**src/rtl/cache_bus_sequencer.sv**
```systemverilog
// Bus-side sequencer feeding the sector coherence FSM; classes/req_ack/snoops/AllInvDone registered (1 cycle), READ_DONE decoded from FILL count.
// Requests accepted only in IDLE (requester holds cpu_req); optional invalidate timeout under `CACHE_SEQ_INV_TIMEOUT_EN`.
module cache_bus_sequencer #(
  parameter int READ_LAT    = 3,
  parameter int NUM_PEERS   = 1,
  parameter int INV_TIMEOUT = 16
) (
  input  logic                 clk,
  input  logic                 reset_n,
  input  logic                 cpu_req,
  input  logic                 cpu_wr,
  input  logic                 cpu_hit,
  input  logic                 shared_in,
  input  logic                 snoop_valid,
  input  logic                 snoop_wr,
  input  logic                 snoop_hit,
  input  logic                 Cache_Sector_Fill,
  input  logic                 Invalidate,
  input  logic                 AdrRetry,
  input  logic [NUM_PEERS-1:0] inv_ack,
  input  logic                 wb_ack,
  input  logic                 mem_abort,
  output logic                 req_ack,
  output logic                 RMS,
  output logic                 RME,
  output logic                 WM,
  output logic                 WH,
  output logic                 SHR,
  output logic                 SHW,
  output logic                 READ_DONE,
  output logic                 send_abort,
  output logic                 write_back_done,
  output logic                 AllInvDone,
  output logic                 busy,
  output logic                 inv_timeout_err
);

  if (READ_LAT < 1 || READ_LAT > 15 || NUM_PEERS < 1 || INV_TIMEOUT < 1) begin : g_bad_param
    $error("cache_bus_sequencer: illegal parameter value");
  end

  localparam int CW = $clog2(READ_LAT + 1);
  localparam logic [CW-1:0] CNT_LOAD = CW'(READ_LAT - 1);

  typedef enum logic [1:0] {S_IDLE, S_CHECK, S_FILL, S_INV_WAIT} state_t;

  state_t               r_state;
  logic [CW-1:0]        r_cnt;
  logic [NUM_PEERS-1:0] r_mask;
  logic [3:0]           r_cls;
  logic                 r_req_ack;
  logic                 r_send_abort;
  logic                 r_all_inv;
  logic                 r_shr;
  logic                 r_shw;
  logic                 r_wb_pending;
  logic                 r_wb_done;
  logic                 w_mask_full;
  logic                 w_tmo;

  // Includes this cycle's acks so completion does not wait an extra cycle.
  assign w_mask_full = &(r_mask | inv_ack);

`ifdef CACHE_SEQ_INV_TIMEOUT_EN
  localparam int TW = $clog2(INV_TIMEOUT + 1);
  logic [TW-1:0] r_tcnt;
  logic          r_err;

  assign w_tmo = (r_state == S_INV_WAIT) && (r_tcnt == TW'(INV_TIMEOUT - 1));

  always_ff @(posedge clk or negedge reset_n) begin
    if (!reset_n) begin
      r_tcnt <= '0;
      r_err  <= 1'b0;
    end else begin
      if (r_state != S_INV_WAIT) r_tcnt <= '0;
      else if (!w_tmo)           r_tcnt <= r_tcnt + 1'b1;
      if (w_tmo && !w_mask_full) r_err <= 1'b1;
    end
  end
  assign inv_timeout_err = r_err;
`else
  assign w_tmo           = 1'b0;
  assign inv_timeout_err = 1'b0;
`endif

  always_ff @(posedge clk or negedge reset_n) begin
    if (!reset_n) begin
      r_state      <= S_IDLE;
      r_cnt        <= '0;
      r_mask       <= '0;
      r_cls        <= '0;
      r_req_ack    <= 1'b0;
      r_send_abort <= 1'b0;
      r_all_inv    <= 1'b0;
    end else begin
      r_req_ack    <= 1'b0;
      r_send_abort <= 1'b0;
      r_all_inv    <= 1'b0;
      case (r_state)
        S_IDLE: begin
          if (cpu_req) begin
            r_req_ack <= 1'b1;
            r_cls     <= {!cpu_hit && !cpu_wr && shared_in,
                          !cpu_hit && !cpu_wr && !shared_in,
                          !cpu_hit && cpu_wr,
                          cpu_hit && cpu_wr};
            r_state   <= S_CHECK;
          end
        end
        S_CHECK: begin
          if (Cache_Sector_Fill) begin
            r_cnt   <= CNT_LOAD;
            r_state <= S_FILL;
          end else if (Invalidate) begin
            r_mask  <= '0;
            r_state <= S_INV_WAIT;
          end else begin
            r_cls   <= '0;
            r_state <= S_IDLE;
          end
        end
        S_FILL: begin
          // Abort beats the final count; READ_DONE is suppressed combinationally.
          if (mem_abort) begin
            r_send_abort <= 1'b1;
            r_cls        <= '0;
            r_state      <= S_IDLE;
          end else if (r_cnt == '0) begin
            r_state <= S_CHECK;
          end else begin
            r_cnt <= r_cnt - 1'b1;
          end
        end
        S_INV_WAIT: begin
          r_mask <= r_mask | inv_ack;
          if (w_mask_full || w_tmo) begin
            r_all_inv <= 1'b1;
            r_cls     <= '0;
            r_state   <= S_IDLE;
          end
        end
        default: r_state <= S_IDLE;
      endcase
    end
  end

  always_ff @(posedge clk or negedge reset_n) begin
    if (!reset_n) begin
      r_shr        <= 1'b0;
      r_shw        <= 1'b0;
      r_wb_pending <= 1'b0;
      r_wb_done    <= 1'b0;
    end else begin
      r_shr     <= snoop_valid && snoop_hit && !snoop_wr;
      r_shw     <= snoop_valid && snoop_hit && snoop_wr;
      r_wb_done <= 1'b0;
      // A fresh retry in the same cycle as the ack re-arms instead of completing.
      if (AdrRetry) begin
        r_wb_pending <= 1'b1;
      end else if (wb_ack && r_wb_pending) begin
        r_wb_pending <= 1'b0;
        r_wb_done    <= 1'b1;
      end
    end
  end

  assign req_ack         = r_req_ack;
  assign {RMS, RME, WM, WH} = r_cls;
  assign SHR             = r_shr;
  assign SHW             = r_shw;
  assign READ_DONE       = (r_state == S_FILL) && (r_cnt == '0) && !mem_abort;
  assign send_abort      = r_send_abort;
  assign write_back_done = r_wb_done;
  assign AllInvDone      = r_all_inv;
  assign busy            = (r_state != S_IDLE);

endmodule

```
**config.mk**
```make
export PLATFORM = sky130hd
export DESIGN_NAME = cache_bus_sequencer
export DESIGN_NICKNAME = d
export VERILOG_FILES = /design/src/rtl/cache_bus_sequencer.sv
export SDC_FILE = /design/constraint.sdc
export NUM_CORES = 1
export LEC_CHECK = 0
export BUFFER_PORTS_ARGS = -buffer_cell sky130_fd_sc_hd__buf_4
export CORE_UTILIZATION = 44
export CTS_BUF_LIST = sky130_fd_sc_hd__clkbuf_4
export CTS_CLUSTER_DIAMETER = 40
export DETAILED_ROUTE_END_ITERATION = 7
export GPL_TIMING_DRIVEN = 0
export PLACE_DENSITY_LB_ADDON = 0.05
export SLEW_MARGIN = 5
export SYNTH_ARGS = -nofsm -noshare
export SYNTH_HDL_FRONTEND = slang
export SYNTH_SLANG_ARGS = --single-unit
```
**constraint.sdc**
```tcl
create_clock -name clk -period 1.5 [get_ports clk]
set_clock_uncertainty 0.15 [all_clocks]
set_input_delay 0.225 -clock clk [delete_from_list [all_inputs] [get_ports clk]]
set_output_delay 0.225 -clock clk [all_outputs]
set_load 0.005 [all_outputs]
```
# Word-level counts from Yosys, hierarchy flattened
# Cells that the tools add are included.
dict set report word_totals {
  register_bits 16
  inputBits 15
  wordCells 82
}
dict set report classes {
  n_reduce_logical 26
  n_addsub 1
  n_mux 30
  eq_ne 13
  bitwise_logic 1
}
# cell n
set ops {}
lappend ops {{4-bit two-way mux} 5}
lappend ops {{2-bit two-way mux} 9}
lappend ops {{2-bit != test, second input constant} 9}
lappend ops {{4-bit one-hot mux with 4 select lines} 1}
lappend ops {{1-bit two-way mux} 12}
lappend ops {{1-bit logical AND} 11}
lappend ops {{2-bit one-hot mux with 4 select lines} 1}
lappend ops {{2-bit nonzero test} 4}
lappend ops {{3-bit AND reduction} 2}
lappend ops {{1-bit zero test} 5}
lappend ops {{5-bit AND reduction} 1}
lappend ops {{2-bit equality test, second input constant} 2}
lappend ops {{2-bit zero test} 2}
lappend ops {{2-bit one-hot mux with 2 select lines} 1}
lappend ops {{4-bit AND reduction} 1}
lappend ops {{3-bit != test, second input constant} 1}
lappend ops {{2-bit by 1-bit equality test with 1-bit output, second input constant} 1}
lappend ops {{1-bit one-hot mux with 2 select lines} 1}
lappend ops {{2-bit by 1-bit subtractor with 2-bit output, second input constant} 1}
lappend ops {{1-bit bitwise OR} 1}

# Longest topological paths before layout
dict set report logic_depth {
  word_depth 5
  ltp_mapped 5
  ltp_nobuf 5
}

# Least setup slack after synthesis
# No wires, ideal clock.
dict set report synth_timing {
  path_type {register -> register}
  start {register r_state[1]}
  end {register r_cls[0]}
  slack_ps -166
  n_path_buf 0
  period_less_slack_ps 1666
  required_time_ps 1225
  stages_incl_launch_ff 4
  arrival_time_ps 1391
  path_cell_list {dfrtp_1 > or4b_1 > o211ai_2 > mux2_2}
}
dict set report synth_via {
  elab_chain_len 3
}
# item line_no
set synth_lines {}
lappend synth_lines {{start, declared} 47} ;# state_t r_state;
lappend synth_lines {{start signal, assigned} 89} ;# r_state <= S_IDLE;
lappend synth_lines {{start signal, assigned} 108} ;# r_state <= S_CHECK;
lappend synth_lines {{start signal, assigned} 114} ;# r_state <= S_FILL;
lappend synth_lines {{2-bit equality test, or another cell as far along} 100} ;# case (r_state)
lappend synth_lines {{2-bit != test (no line)} -}
lappend synth_lines {{5-bit AND reduction (no line)} -}
lappend synth_lines {{end signal, assigned} 104} ;# r_cls <= {!cpu_hit && !cpu_wr && shared_in,
lappend synth_lines {{end, declared} 50} ;# logic [3:0] r_cls;
# Parallel ways exist; a longest one is shown, timed or not.
# A chain may end at the register's enable or synchronous reset.

# Final worst setup path
dict set report layout_timing {
  start {register r_state[0]}
  end {register r_cls[1]}
}
# The elaborated chain is that of the path after synthesis.

==> metrics.txt <==
# TYPE chip_impl_metric gauge
chip_impl_info{name="crit_type",value="register to register"} 1
chip_impl_metric{name="cts.reportedPaths.clkPinSlew",unit="ns"} 0.09
chip_impl_metric{name="final_antenna_net_count",unit=""} 0
chip_impl_metric{name="vias",unit=""} 635
chip_impl_metric{name="syn_area",unit="um^2"} 746
chip_impl_metric{name="worst-path-max-fanout",unit=""} 5
chip_impl_info{name="synthTopCellsByArea",value="dfrtp_1, mux2_2, nor2_1"} 1
chip_impl_metric{name="syn_inst",unit=""} 67
chip_impl_metric{name="critical_path_arrival",unit="ns"} 1.77
chip_impl_metric{name="slew_violations",unit=""} 0
chip_impl_metric{name="fillerInstances",unit=""} 108
chip_impl_info{name="synth_ff_type",value="dfrtp_1"} 1
chip_impl_metric{name="power.ir.vdd_worst",unit="mV"} 0.889
chip_impl_metric{name="place_worst_setup_slack",unit="ns"} -0.167
chip_impl_info{name="worst_setup_path_end_kind",value="register"} 1
chip_impl_metric{name="grt_first_pass_wirelength",unit="mm"} 2.68
chip_impl_metric{name="post-layout-total-power",unit="mW"} 1.92
chip_impl_metric{name="floorplan.core_area",unit="mm^2"} 0.00154
chip_impl_info{name="most_common_library_cell_in_the_layout_ignoring_fill_and_taps",value="buf_4"} 1
chip_impl_metric{name="final_period_demand_of_the_worst_path",unit="ns"} 1.74
chip_impl_info{name="cts_tree",value="yes"} 1
chip_impl_metric{name="netlist-cell-type-count",unit=""} 25
chip_impl_info{name="worst_setup_path_start_kind",value="register"} 1
chip_impl_info{name="min_path_type",value="input pin to register"} 1
chip_impl_info{name="cp_cell_sequence",value="buf_6, or3b_4, o211ai_4, mux2_4"} 1
chip_impl_metric{name="reg2reg_setup_slack",unit="ns"} -0.24
chip_impl_metric{name="yosysSeqAreaShare",unit="%"} 53.7
chip_impl_metric{name="number_of_antenna_violations_at_the_first_check_in_global_routing",unit=""} 0
chip_impl_metric{name="finalWirelength",unit="mm"} 1.62
chip_impl_metric{name="maximum_capacitance_violations",unit=""} 0
chip_impl_metric{name="cp.required",unit="ns"} 1.53
chip_impl_metric{name="floorplan.initialDensity",unit="%"} 48.4
chip_impl_info{name="cp_slowest_cell",value="dfrtp_2"} 1
chip_impl_metric{name="yosys_reg_bits",unit=""} 16
chip_impl_metric{name="nets",unit=""} 125
chip_impl_metric{name="multi_input_area",unit="um^2"} 375
chip_impl_metric{name="achievable-frequency",unit="MHz"} 575
chip_impl_metric{name="floorplan.die_area",unit="mm^2"} 0.00186
chip_impl_metric{name="drtPass1Iterations",unit=""} 4
chip_impl_metric{name="post_drt_via_cell_ratio",unit=""} 5.12
chip_impl_info{name="crit_start",value="r_state[0]"} 1
chip_impl_metric{name="remaining_drc_errors",unit=""} 0
chip_impl_metric{name="synth.net_count",unit=""} 83
chip_impl_info{name="unrepaired_setup_endpoints_after_global_routing",value="yes"} 1
chip_impl_metric{name="insertion_delay",unit="ns"} 0.29
chip_impl_info{name="cts.root.buffer_cell",value="clkbuf_4"} 1
chip_impl_metric{name="holdWs",unit="ns"} 0.0103
chip_impl_metric{name="drive_gt1_share",unit="%"} 50.9
chip_impl_metric{name="num_rows",unit=""} 14
chip_impl_metric{name="initialDrtViolationCount",unit=""} 21
chip_impl_metric{name="pin_count_of_the_biggest_net_entering_global_routing",unit=""} 17
chip_impl_metric{name="leakagePower",unit="nW"} 0.621
chip_impl_metric{name="gr-usage-all-layers",unit="%"} 19.8
chip_impl_metric{name="crit_path_max_incr_delay",unit="ns"} 0.46
chip_impl_metric{name="die_width",unit="um"} 43.2
chip_impl_metric{name="design_area",unit="mm^2"} 0.00118
chip_impl_metric{name="timing.reg2reg.worst_path_depth",unit=""} 4
chip_impl_info{name="worstSetupEndpoint",value="r_cls[1]"} 1
chip_impl_metric{name="n_antenna_cell",unit=""} 0
chip_impl_metric{name="io_buffers",unit=""} 26
chip_impl_metric{name="power_density",unit="mW/mm^2"} 1620
chip_impl_metric{name="synth_area_per_inst",unit="um^2"} 11.1
chip_impl_metric{name="final_core_utilization",unit="%"} 76.5
chip_impl_info{name="worstReg2RegStart",value="r_state[0]"} 1
chip_impl_metric{name="cts-root-to-sink-buffers",unit=""} 2
chip_impl_metric{name="place.detailed.hpwl",unit="mm"} 1.04
chip_impl_metric{name="y_dimension_of_the_die",unit="um"} 43.2
chip_impl_metric{name="min_period_over_period",unit="%"} 116
chip_impl_metric{name="proportion_of_netlist_area_held_by_the_largest_area_contributor",unit="%"} 53.7
chip_impl_metric{name="route.detailed.wl_per_inst",unit="um"} 13.1
chip_impl_metric{name="clock_buffer_count_from_cts",unit=""} 3
chip_impl_info{name="status",value="complete, but fails checks"} 1
chip_impl_metric{name="async_flop_share",unit="%"} 100
chip_impl_info{name="synth_largest_area_cell",value="dfrtp_1"} 1
chip_impl_metric{name="total_number_of_h_tree_levels",unit=""} 1
chip_impl_metric{name="yosysWarningCount",unit=""} 0
chip_impl_metric{name="p_r_area_growth_vs_syn",unit="%"} 58.2
chip_impl_metric{name="grt.overflow.total",unit=""} 0
chip_impl_info{name="failed_checks",value="setup timing"} 1
chip_impl_metric{name="final_hold_viol_count",unit=""} 0
chip_impl_info{name="rr_endpoint",value="r_cls[1]"} 1
chip_impl_metric{name="numClockSinks",unit=""} 16
chip_impl_metric{name="setup-violations-final",unit=""} 8
chip_impl_metric{name="grt_pass1_vias",unit=""} 629
chip_impl_metric{name="boundaryPins",unit=""} 28
chip_impl_metric{name="synth-edff-count",unit=""} 0
chip_impl_metric{name="postLayoutSetupSlackWorst",unit="ns"} -0.238
chip_impl_metric{name="gp_routability_congestion",unit=""} 0.826
chip_impl_metric{name="seq_area",unit="um^2"} 403
chip_impl_info{name="layout_common_cells",value="buf_4, dfrtp_1, nor2_1"} 1
chip_impl_metric{name="placed_cell_area",unit="um^2"} 995
[metal layers]
metal,routed length (um),GRT usage [%]
met4,27,9.09
met3,117,3.83
met2,817,32.2
met1,662,25.3
met5,0,0
[state kept, by name, summed over array words and instances, names as in the netlist]
register	cells
SHW	1
AllInvDone	1
r_cnt	2
r_cls	4
r_state	2
SHR	1
write_back_done	1
r_mask	1
req_ack	1
send_abort	1
r_wb_pending	1
[report_power, final]
part / switching (mW) / internal (mW)
sequential: 0.102 / 0.561
clock: 0.139 / 0.0968
combinational: 0.384 / 0.634
[layout make-up]
class                           count  share of cell area [%]
Buffer                              3                    3.18
Clock buffer                        3                    1.91
Clock inverter                      1                   0.318
Inverter                            5                    1.59
Multi-Input combinational cell     43                    31.8
Sequential cell                    16                    34.1
Tap cell                           16                    1.70
Timing Repair Buffer               37                    25.3
[how the worst min path moves through the flow]
stage / start / to / slack (ns) / cells after the start
floorplan: reset_n / AllInvDone / -0.22 / 0
global placement: reset_n / send_abort / -0.05 / 1
detailed placement: reset_n / req_ack / -0.05 / 1
CTS: wb_ack / write_back_done / 0.004 / 3
global route: wb_ack / write_back_done / 0.009 / 3
finish: wb_ack / write_back_done / 0.01 / 3
[timing repair]
item / CTS / global route
setup buffers: 6 / 1
hold endpoints to repair: 19 / 0
hold buffers: 4 / 0
resized for setup: 17 / 5
endpoints found under the setup margin: 8 / 9
pin swaps: 3 / 7
[synth_stat cells, types with 2 or more instances]
library cell and n:
a21oi_1 2, nor3b_1 2, nor4bb_1 2, clkbuf_1 2, o21ai_0 4, nor2_1 6
nand3b_1 2, a21o_1 2, or4b_1 2, mux2_2 5, inv_1 5, dfrtp_1 16
and3b_1 2, nand2_1 3, nand2b_1 2
[worst max-delay path, delay by kind of cell, from the launching register on]
| family | cells | cell delay (ns) |
|---|---|---|
| flops | 1 | 0.46 |
| simple gates | 1 | 0.41 |
| mux | 1 | 0.33 |
| buf+inv | 1 | 0.14 |
| compound gates | 1 | 0.14 |
[stage by stage]
step	cells	TNS (ns)
after floorplan	67	-0.499
after global placement	109	-0.957
after detailed placement	109	-0.946
after CTS	123	-1.31
after global routing	124	-1.81
final	124	-1.49
[logic make-up (layout without fill, tap and decap cells)]
logic type	count (synthesis)	after routing	synth area share, %
compound gates	11	11	10.2
fa+ha+maj	1	1	1.68
buf+inv	8	49	4.53
flops	16	16	53.7
mux	5	5	7.55
other cells	1	1	0.503
simple gates	25	25	21.8
Power figures use the tool's default switching activity.
